--- config.mk ---
export PLATFORM = sky130hd
export DESIGN_NAME = regfile_write_sched
export DESIGN_NICKNAME = d
export VERILOG_FILES = /design/src/rtl/regfile_write_sched_pkg.sv /design/src/rtl/regfile_write_sched_rr_arbiter.sv /design/src/rtl/regfile_write_sched.sv
export SDC_FILE = /design/constraint.sdc
export NUM_CORES = 1
export LEC_CHECK = 0
export ABC_AREA = 1
export BUFFER_PORTS_ARGS = -buffer_cell sky130_fd_sc_hd__buf_4
export CORE_UTILIZATION = 39
export DETAILED_ROUTE_END_ITERATION = 6
export HOLD_SLACK_MARGIN = 0.15
export PLACE_DENSITY = 0.74
export SLEW_MARGIN = 0
export SYNTH_ARGS = -nofsm -noshare
export SYNTH_HDL_FRONTEND = slang
export SYNTH_SLANG_ARGS = --single-unit
--- constraint.sdc ---
create_clock -name i_clock -period 6 [get_ports i_clock]
set_input_delay 0.9 -clock i_clock [delete_from_list [all_inputs] [get_ports i_clock]]
set_output_delay 0.9 -clock i_clock [all_outputs]
set_load 0.05 [all_outputs]
--- src/rtl/regfile_write_sched_pkg.sv ---
// Shared register-file definitions for the write-port scheduler.
// Geometry constants, FSM state type and an index-width helper.
package regfile_write_sched_pkg;

  localparam int REG_COUNT  = 32;
  localparam int REG_ADDR_W = 5;
  localparam int REG_DATA_W = 32;

  typedef enum logic {
    ST_INIT,
    ST_RUN
  } state_t;

  function automatic int idx_w(input int n);
    return (n > 1) ? $clog2(n) : 1;
  endfunction

endpackage

--- src/rtl/regfile_write_sched_rr_arbiter.sv ---
// N-way round-robin arbiter: purely combinational.
// Searches from ptr upward (mod N) for the first request.
module rr_arbiter
  import regfile_write_sched_pkg::*;
#(
  parameter int N  = 3,
  parameter int IW = idx_w(N)
) (
  input  logic [N-1:0]  i_req,
  input  logic [IW-1:0] i_ptr,
  output logic [N-1:0]  o_grant,
  output logic [IW-1:0] o_winner,
  output logic          o_any
);

  int idx;

  // First requester at or after ptr, wrapping modulo N.
  always_comb begin
    o_grant  = '0;
    o_winner = '0;
    o_any    = 1'b0;
    idx      = 0;
    for (int i = 0; i < N; i++) begin
      idx = int'(i_ptr) + i;
      if (idx >= N) idx = idx - N;
      if (!o_any && i_req[idx]) begin
        o_any        = 1'b1;
        o_grant[idx] = 1'b1;
        o_winner     = IW'(idx);
      end
    end
  end

endmodule

--- src/rtl/regfile_write_sched.sv ---
// Owns the register-file write port: zero sweep after reset/clear,
// then round-robin arbitration of writeback requesters.
module regfile_write_sched
  import regfile_write_sched_pkg::*;
#(
  parameter int N_REQ        = 3,
  parameter int ADDR_W       = REG_ADDR_W,
  parameter int DATA_W       = REG_DATA_W,
  parameter bit R0_HARDWIRED = 1'b1
) (
  input  logic                    i_clock,
  input  logic                    i_reset,
  input  logic                    i_clear,
  input  logic [N_REQ-1:0]        i_req_valid,
  input  logic [N_REQ*ADDR_W-1:0] i_req_addr,
  input  logic [N_REQ*DATA_W-1:0] i_req_val,
  output logic [N_REQ-1:0]        o_req_ready,
  output logic                    o_RegWrite,
  output logic [ADDR_W-1:0]       o_regW_addr,
  output logic [DATA_W-1:0]       o_regW_val,
  output logic                    o_init_done
);

  localparam int IW = idx_w(N_REQ);
  localparam logic [ADDR_W-1:0] LAST_ADDR = '1;

  state_t              state_q, state_d;
  logic [ADDR_W-1:0]   cnt_q, cnt_d;
  logic [IW-1:0]       ptr_q, ptr_d;
  logic                we_q, we_d;
  logic [ADDR_W-1:0]   addr_q, addr_d;
  logic [DATA_W-1:0]   val_q, val_d;

  logic [N_REQ-1:0]    arb_grant;
  logic [IW-1:0]       arb_winner;
  logic                arb_any;
  logic [ADDR_W-1:0]   win_addr;
  logic [DATA_W-1:0]   win_val;

  rr_arbiter #(
    .N  (N_REQ),
    .IW (IW)
  ) u_arb (
    .i_req    (i_req_valid),
    .i_ptr    (ptr_q),
    .o_grant  (arb_grant),
    .o_winner (arb_winner),
    .o_any    (arb_any)
  );

  assign win_addr = i_req_addr[int'(arb_winner)*ADDR_W +: ADDR_W];
  assign win_val  = i_req_val[int'(arb_winner)*DATA_W +: DATA_W];

  // Next-state: sweep in INIT, arbitration in RUN, clear wins.
  always_comb begin
    state_d     = state_q;
    cnt_d       = cnt_q;
    ptr_d       = ptr_q;
    we_d        = 1'b0;
    addr_d      = addr_q;
    val_d       = val_q;
    o_req_ready = '0;
    unique case (state_q)
      ST_INIT: begin
        if (i_clear) begin
          cnt_d = '0;
        end else begin
          we_d   = 1'b1;
          addr_d = cnt_q;
          val_d  = '0;
          cnt_d  = cnt_q + 1'b1;
          if (cnt_q == LAST_ADDR) begin
            state_d = ST_RUN;
            cnt_d   = '0;
          end
        end
      end
      ST_RUN: begin
        if (i_clear) begin
          state_d = ST_INIT;
          cnt_d   = '0;
        end else if (arb_any) begin
          o_req_ready = arb_grant;
          addr_d      = win_addr;
          val_d       = win_val;
          we_d        = !(R0_HARDWIRED && (win_addr == '0));
          if (arb_winner == IW'(N_REQ - 1))
            ptr_d = '0;
          else
            ptr_d = arb_winner + 1'b1;
        end
      end
    endcase
  end

  // State, pointer, counter and write-port registers.
  always_ff @(posedge i_clock or posedge i_reset) begin
    if (i_reset) begin
      state_q <= ST_INIT;
      cnt_q   <= '0;
      ptr_q   <= '0;
      we_q    <= 1'b0;
      addr_q  <= '0;
      val_q   <= '0;
    end else begin
      state_q <= state_d;
      cnt_q   <= cnt_d;
      ptr_q   <= ptr_d;
      we_q    <= we_d;
      addr_q  <= addr_d;
      val_q   <= val_d;
    end
  end

  assign o_RegWrite  = we_q;
  assign o_regW_addr = addr_q;
  assign o_regW_val  = val_q;
  assign o_init_done = (state_q == ST_RUN);

endmodule

Word level (Yosys, flattened, before mapping)
Index checks and enable logic that the tools add are counted.

Input bits: 117. Flip-flop bits (word level): 46. Word-level logic and storage cells: 96. Output and inout port bits: 42.

Muxes and demuxes: 50. $add $sub $neg: 7. Multipliers: 1. Order comparisons: 9. Eq/ne operators: 6. Reductions and logical operators: 11. Shift operators: 2. Bitwise logic cells: 4.

Operators by type and width (count): 2-to-1 mux 32 bit (6); greater-or-equal comparator 32 x 1 -> 1 bit (second input constant) (3); less-than comparator 32 x 4 -> 1 bit (second input constant) (3); variable part select 96 x 8 -> 32 bit (1); greater-or-equal comparator 32 x 3 -> 1 bit (second input constant) (2); case mux 32 bit (2 select lines) (1); subtractor 32 x 3 -> 32 bit (second input constant) (2); 2-to-1 mux 5 bit (6); case mux 5 bit (2 select lines) (2); 2-to-1 mux 3 bit (6); 2-to-1 mux 1 bit (17); variable part select 15 x 6 -> 5 bit (1); 2-to-1 mux 2 bit (4); binary-select mux 1 bit (select 2 bit) (3); demux 1 bit (select 2 bit) (3); inequality test 2 bit (second input constant) (3); bitwise OR 3 bit (2); AND reduction 3 bit (2); adder 5 x 1 -> 5 bit (second input constant) (1); equality test 5 bit (second input constant) (1); logical AND 1 bit (5); zero test 5 bit (1); multiplier 2 x 3 -> 5 bit (second input constant) (1); case mux 1 bit (2 select lines) (2); 9 further kinds (12).

Logic depth before layout (Yosys ltp)
Depth in word-level cells: 19. Depth in mapped cells: 18. Gate-level depth less buffers: 17.

Modules after synthesis
From an unflattened synthesis, not the netlist that was laid out.

Cell total of the unflattened synthesis: 390. Area, all modules: 2917.8 sq um.

By module, submodules not included: regfile_write_sched (cells an instance 329, seq. area each 1151.1 sq um, area an instance 2597.5 sq um, instances 1); rr_arbiter (cells an instance 61, seq. area each 0.0 sq um, area an instance 320.3 sq um, instances 1).

Least setup slack after synthesis
No wires, ideal clock.

Kind: input to output. From: input i_req_valid[2]. To: output o_req_ready[1]. Required time: 5.100 ns. Slack: 2.747 ns. Stages: 8. Path buffers: 0. Arrival time: 2.353 ns. Path through: inv_2 > o21ai_2 > nand2_4 > nand3_1 > nand2_2 > inv_1 > nand2_2 > a21oi_1.

Cells in the longest elaborated chain, start to end: 13. Elaborated cells on any way between the ends: 24. Classes of those cells: mux: 18; bitwise: 2; reduce/logical: 4.

Ends and longest elaborated chain: start, declared (line regfile_write_sched.sv:14) `input logic [N_REQ-1:0] i_req_valid,`; binary-select mux 1 bit (select 2 bit) (line regfile_write_sched_rr_arbiter.sv:27) `if (!o_any && i_req[idx]) begin`; 2-to-1 mux 1 bit (not written as such) (2 in series) (line regfile_write_sched_rr_arbiter.sv:27); 2-to-1 mux 1 bit (line regfile_write_sched_rr_arbiter.sv:27); zero test 1 bit (line regfile_write_sched_rr_arbiter.sv:27); logical AND 1 bit (line regfile_write_sched_rr_arbiter.sv:27); 2-to-1 mux 1 bit (line regfile_write_sched_rr_arbiter.sv:27); zero test 1 bit (line regfile_write_sched_rr_arbiter.sv:27); logical AND 1 bit (line regfile_write_sched_rr_arbiter.sv:27); 2-to-1 mux 3 bit / 2-to-1 mux 1 bit (equally long branches) (line regfile_write_sched_rr_arbiter.sv:27); 2-to-1 mux 3 bit (*) (line regfile_write_sched.sv:82) `end else if (arb_any) begin`; 2-to-1 mux 3 bit (*) (line regfile_write_sched.sv:79) `if (i_clear) begin`; 2-to-1 mux 3 bit (*) (line regfile_write_sched.sv:63) `unique case (state_q)`; end, declared (line regfile_write_sched.sv:17) `output logic [N_REQ-1:0] o_req_ready,`.

Mark *: on every way between the ends. The rest lies on a longest branch, timed or not. The select of a mux whose other input is x is not followed.

Final worst setup path
From: register ptr_q[0]. To: output o_req_ready[1].

Cells in the longest elaborated chain, start to end: 15. Elaborated cells on any way between the ends: 50. Classes of those cells: add/sub: 5; order compare: 9; mux: 27; bitwise: 2; reduce/logical: 7.

Ends and longest elaborated chain: start, declared (line regfile_write_sched.sv:29) `logic [IW-1:0] ptr_q, ptr_d;`; start signal, assigned (line regfile_write_sched.sv:108) `ptr_q <= ptr_d;`; branches (longest 12 deep; another with subtractor 32 x 3 -> 32 bit); 2-to-1 mux 3 bit (*) (line regfile_write_sched.sv:82); 2-to-1 mux 3 bit (*) (line regfile_write_sched.sv:79); 2-to-1 mux 3 bit (*) (line regfile_write_sched.sv:63).

Mark *: on every way between the ends. The select of a mux whose other input is x is not followed.

==> results.ini <==
[outcome]
outcome = finished clean

[clocking]
clk_path_buf_depth = 2
numCtsBuffers = 5
cts_root_buffer = clkbuf_8
cts_hold_buf = 0
clock-sinks = 46
cts.clk_slew.worst_paths_ns = 0.08
cts.repair.resized = 0
cts_tree = done
h-tree-depth = 2
post_cts_buffers = 0
clkLatencyLatePin_ns = 0.30

[yosys]
synthMostInstantiatedCell = nand2_1
yosysTopAreaCellShare_pct = 36.5
ys_seq_area_share_pct = 36.5
ys_ff_latch = 46
synth-edff-count = 0
synth_warnings = 0
syn_inst = 453
synthTopCellsByArea = dfrtp_1, nand2_1, o21ai_1
avgSynthCellArea_um2 = 6.96
syn_area_um2 = 3150
synth_common_cells = nand2_1, o21ai_1, nand3_1, nor2_1, dfrtp_1
ys_dominant_reg_cell = dfrtp_1
yosysTopAreaCell = dfrtp_1
syn_nets = 576
ys_types = 32
async_flop_share_pct = 100

[sta]
slew_viol_final = 0
fin_tns_setup_ns = 0
finalCritPeriodShare_pct = 62.0
fmax_mhz = 269
tightest_slew_ns = 0.971
setup_viol = 0
hold_violations = 0
finalClockSkew_ns = 0.00836
relSlewSlack_pct = 34.9
period_needed_ns = 3.72
rsz0062_at_grt = false

[pwr]
power.density_nw_per_um2 = 249
p_leak_uw = 0.00238
power.clock.fraction_pct = 21.2
p_int_uw = 630
swShare_pct = 42.6
p_sw_uw = 467
seqPwrFrac_pct = 29.8
peakVddDrop_uv = 122
combPwrFrac_pct = 49.0

[critical_path]
cp_data_arrival_time_ns = 2.82
crit_fanout = 36
critPathLaunchType = flop
cp-end-kind = primary output
critPathKind = flop to primary output
required_ns = 5.10

[floorplanning]
num_rows = 32
coreArea_um2 = 7770
chipWidth_um = 91.9
die_area_um2 = 8440
initial_core_util_pct = 40.6
io_pins = 159
fp.dieH_um = 91.9

[global_routing]
use_met2_pct = 40.0
antenna_found_initial = 0
grt_pass1_vias = 3283
grtUsageMet1_pct = 27.3
use_met3_pct = 4.31
track_usage_pct = 22.1
grt.busiest_layer = met2
grt_pass1_wl_um = 15200
grt_max_degree = 47
globalRouteOverflowTotal = 0

[detailed_routing]
drtIter0Drc = 207
avgRoutedWirePerCell_um = 13.5
vias_per_cell = 5.05
drtPass1Iterations = 4
drc = 0
drtAntennaViolNets = 0
vias = 3523
totalWireLength_um = 9420

[worst_hold_path]
hold_path.class = flop to flop

[job]
maxCapViolCount = 0

[final_layout]
drive_above_1_share_pct = 32.9
design_area_um2 = 4410
nNetsFinal = 717
antenna_cells = 0
syn_to_final_growth_pct = 40.0

[placement]
port_buffers = 158
gp_congestion = 0.838
hpwl_um = 6830
placed_cell_area_um2 = 4300

state kept, by name, indices dropped and copies added, names as in the netlist:
signal,count
o_regW_addr,5
cnt_q,5
o_init_done,1
o_regW_val,32
o_RegWrite,1
ptr_q,2
critical path: stages, from the launching register on:
cell     delay [ns]
dfrtp_1        0.39
inv_1          0.09
ha_1           0.39
inv_2          0.18
nand3_1        0.10
nand2_1        0.16
inv_1          0.08
nand3_1        0.08
nand2_2        0.41
inv_1          0.19
nand2_2        0.10
a21oi_1        0.14
buf_4          0.21
power by group through the flow:
stage / registers, uW / logic, uW / clock network [uW]
after global placement: 332 / 524 / 0
after floorplan: 351 / 412 / 0
after global routing: 328 / 603 / 255
after detailed placement: 333 / 536 / 0
final: 327 / 537 / 233
after CTS: 327 / 538 / 238
cells in the final DEF, fill, tap and decap left out, drive strengths merged:
cell | synthesis | final
nor2 | 47 | 47
a21oi | 5 | 5
dfrtp | 46 | 46
o211ai | 1 | 1
clkbuf | 6 | 5
inv | 30 | 31
nand3b | 3 | 3
clkinv | 1 | 2
xor2 | 1 | 1
nand2 | 149 | 149
a31oi | 5 | 5
buf | 19 | 159
o21ai | 69 | 69
o22ai | 5 | 5
ha | 6 | 6
nor3 | 4 | 4
nand3 | 53 | 53
nand4 | 2 | 2
xnor2 | 1 | 1
bufinv | 0 | 1
cell type report:
cell class,instances,area (um^2)
timing repair buffer,159,1190
clock buffer,5,68.8
tap,102,128
clock inverter,3,43.8
inverter,31,116
sequential,46,1150
multi-input combinational,351,1710
fill,774,3360
path summary, 6_finish.rpt:
path	slack (ns)	endpoint	cells after the start	from
worst min register to register	0.52	o_regW_val[29]	2	o_regW_val[29]
worst max-delay path	2.28	o_req_ready[1]	12	ptr_q[0]
worst max register to register	2.95	o_RegWrite	17	ptr_q[0]
max in group asynchronous	4.58	o_regW_val[31]	2	i_reset
worst min-delay path	0.52	o_regW_val[29]	2	o_regW_val[29]
min in group asynchronous	0.83	o_regW_val[25]	2	i_reset
through the flow:
| step | hold WS (ns) | std cells | utilization, % | total power [uW] | setup slack [ns] |
|---|---|---|---|---|---|
| finish | 0.516 | 697 | 56.8 | 1100 | 2.28 |
| global route | 0.536 | 697 | 56.8 | 1190 | 2.01 |
| CTS | 0.517 | 697 | 56.8 | 1100 | 2.27 |
| detailed placement | 0.495 | 689 | 55.3 | 869 | 2.49 |
| global placement | 0.490 | 689 | 55.3 | 856 | 2.58 |
| floorplan | 0.499 | 453 | - | 764 | 2.75 |
layer usage:
metal  wire, um  up-vias  part of all wire [%]
li1           -     1758                     -
met1       3990     1618                    42
met2       4710      135                    50
met3        630       12                   6.7
met4         96        0                   1.0
met5          0        -                     0
kinds of logic (layout without fill, tap and decap cells):
family / Yosys count / count (layout) / share of synthesized area (%)
flip-flops: 46 / 46 / 36.5
AND/OR/NAND/NOR: 258 / 258 / 37.2
adder cells (fa/ha/maj): 6 / 6 / 2.38
buffers and inverters: 56 / 198 / 9.21
XOR/XNOR: 2 / 2 / 0.556
AO/OA/AOI/OAI: 85 / 85 / 14.1
Power figures use the tool's default switching activity.
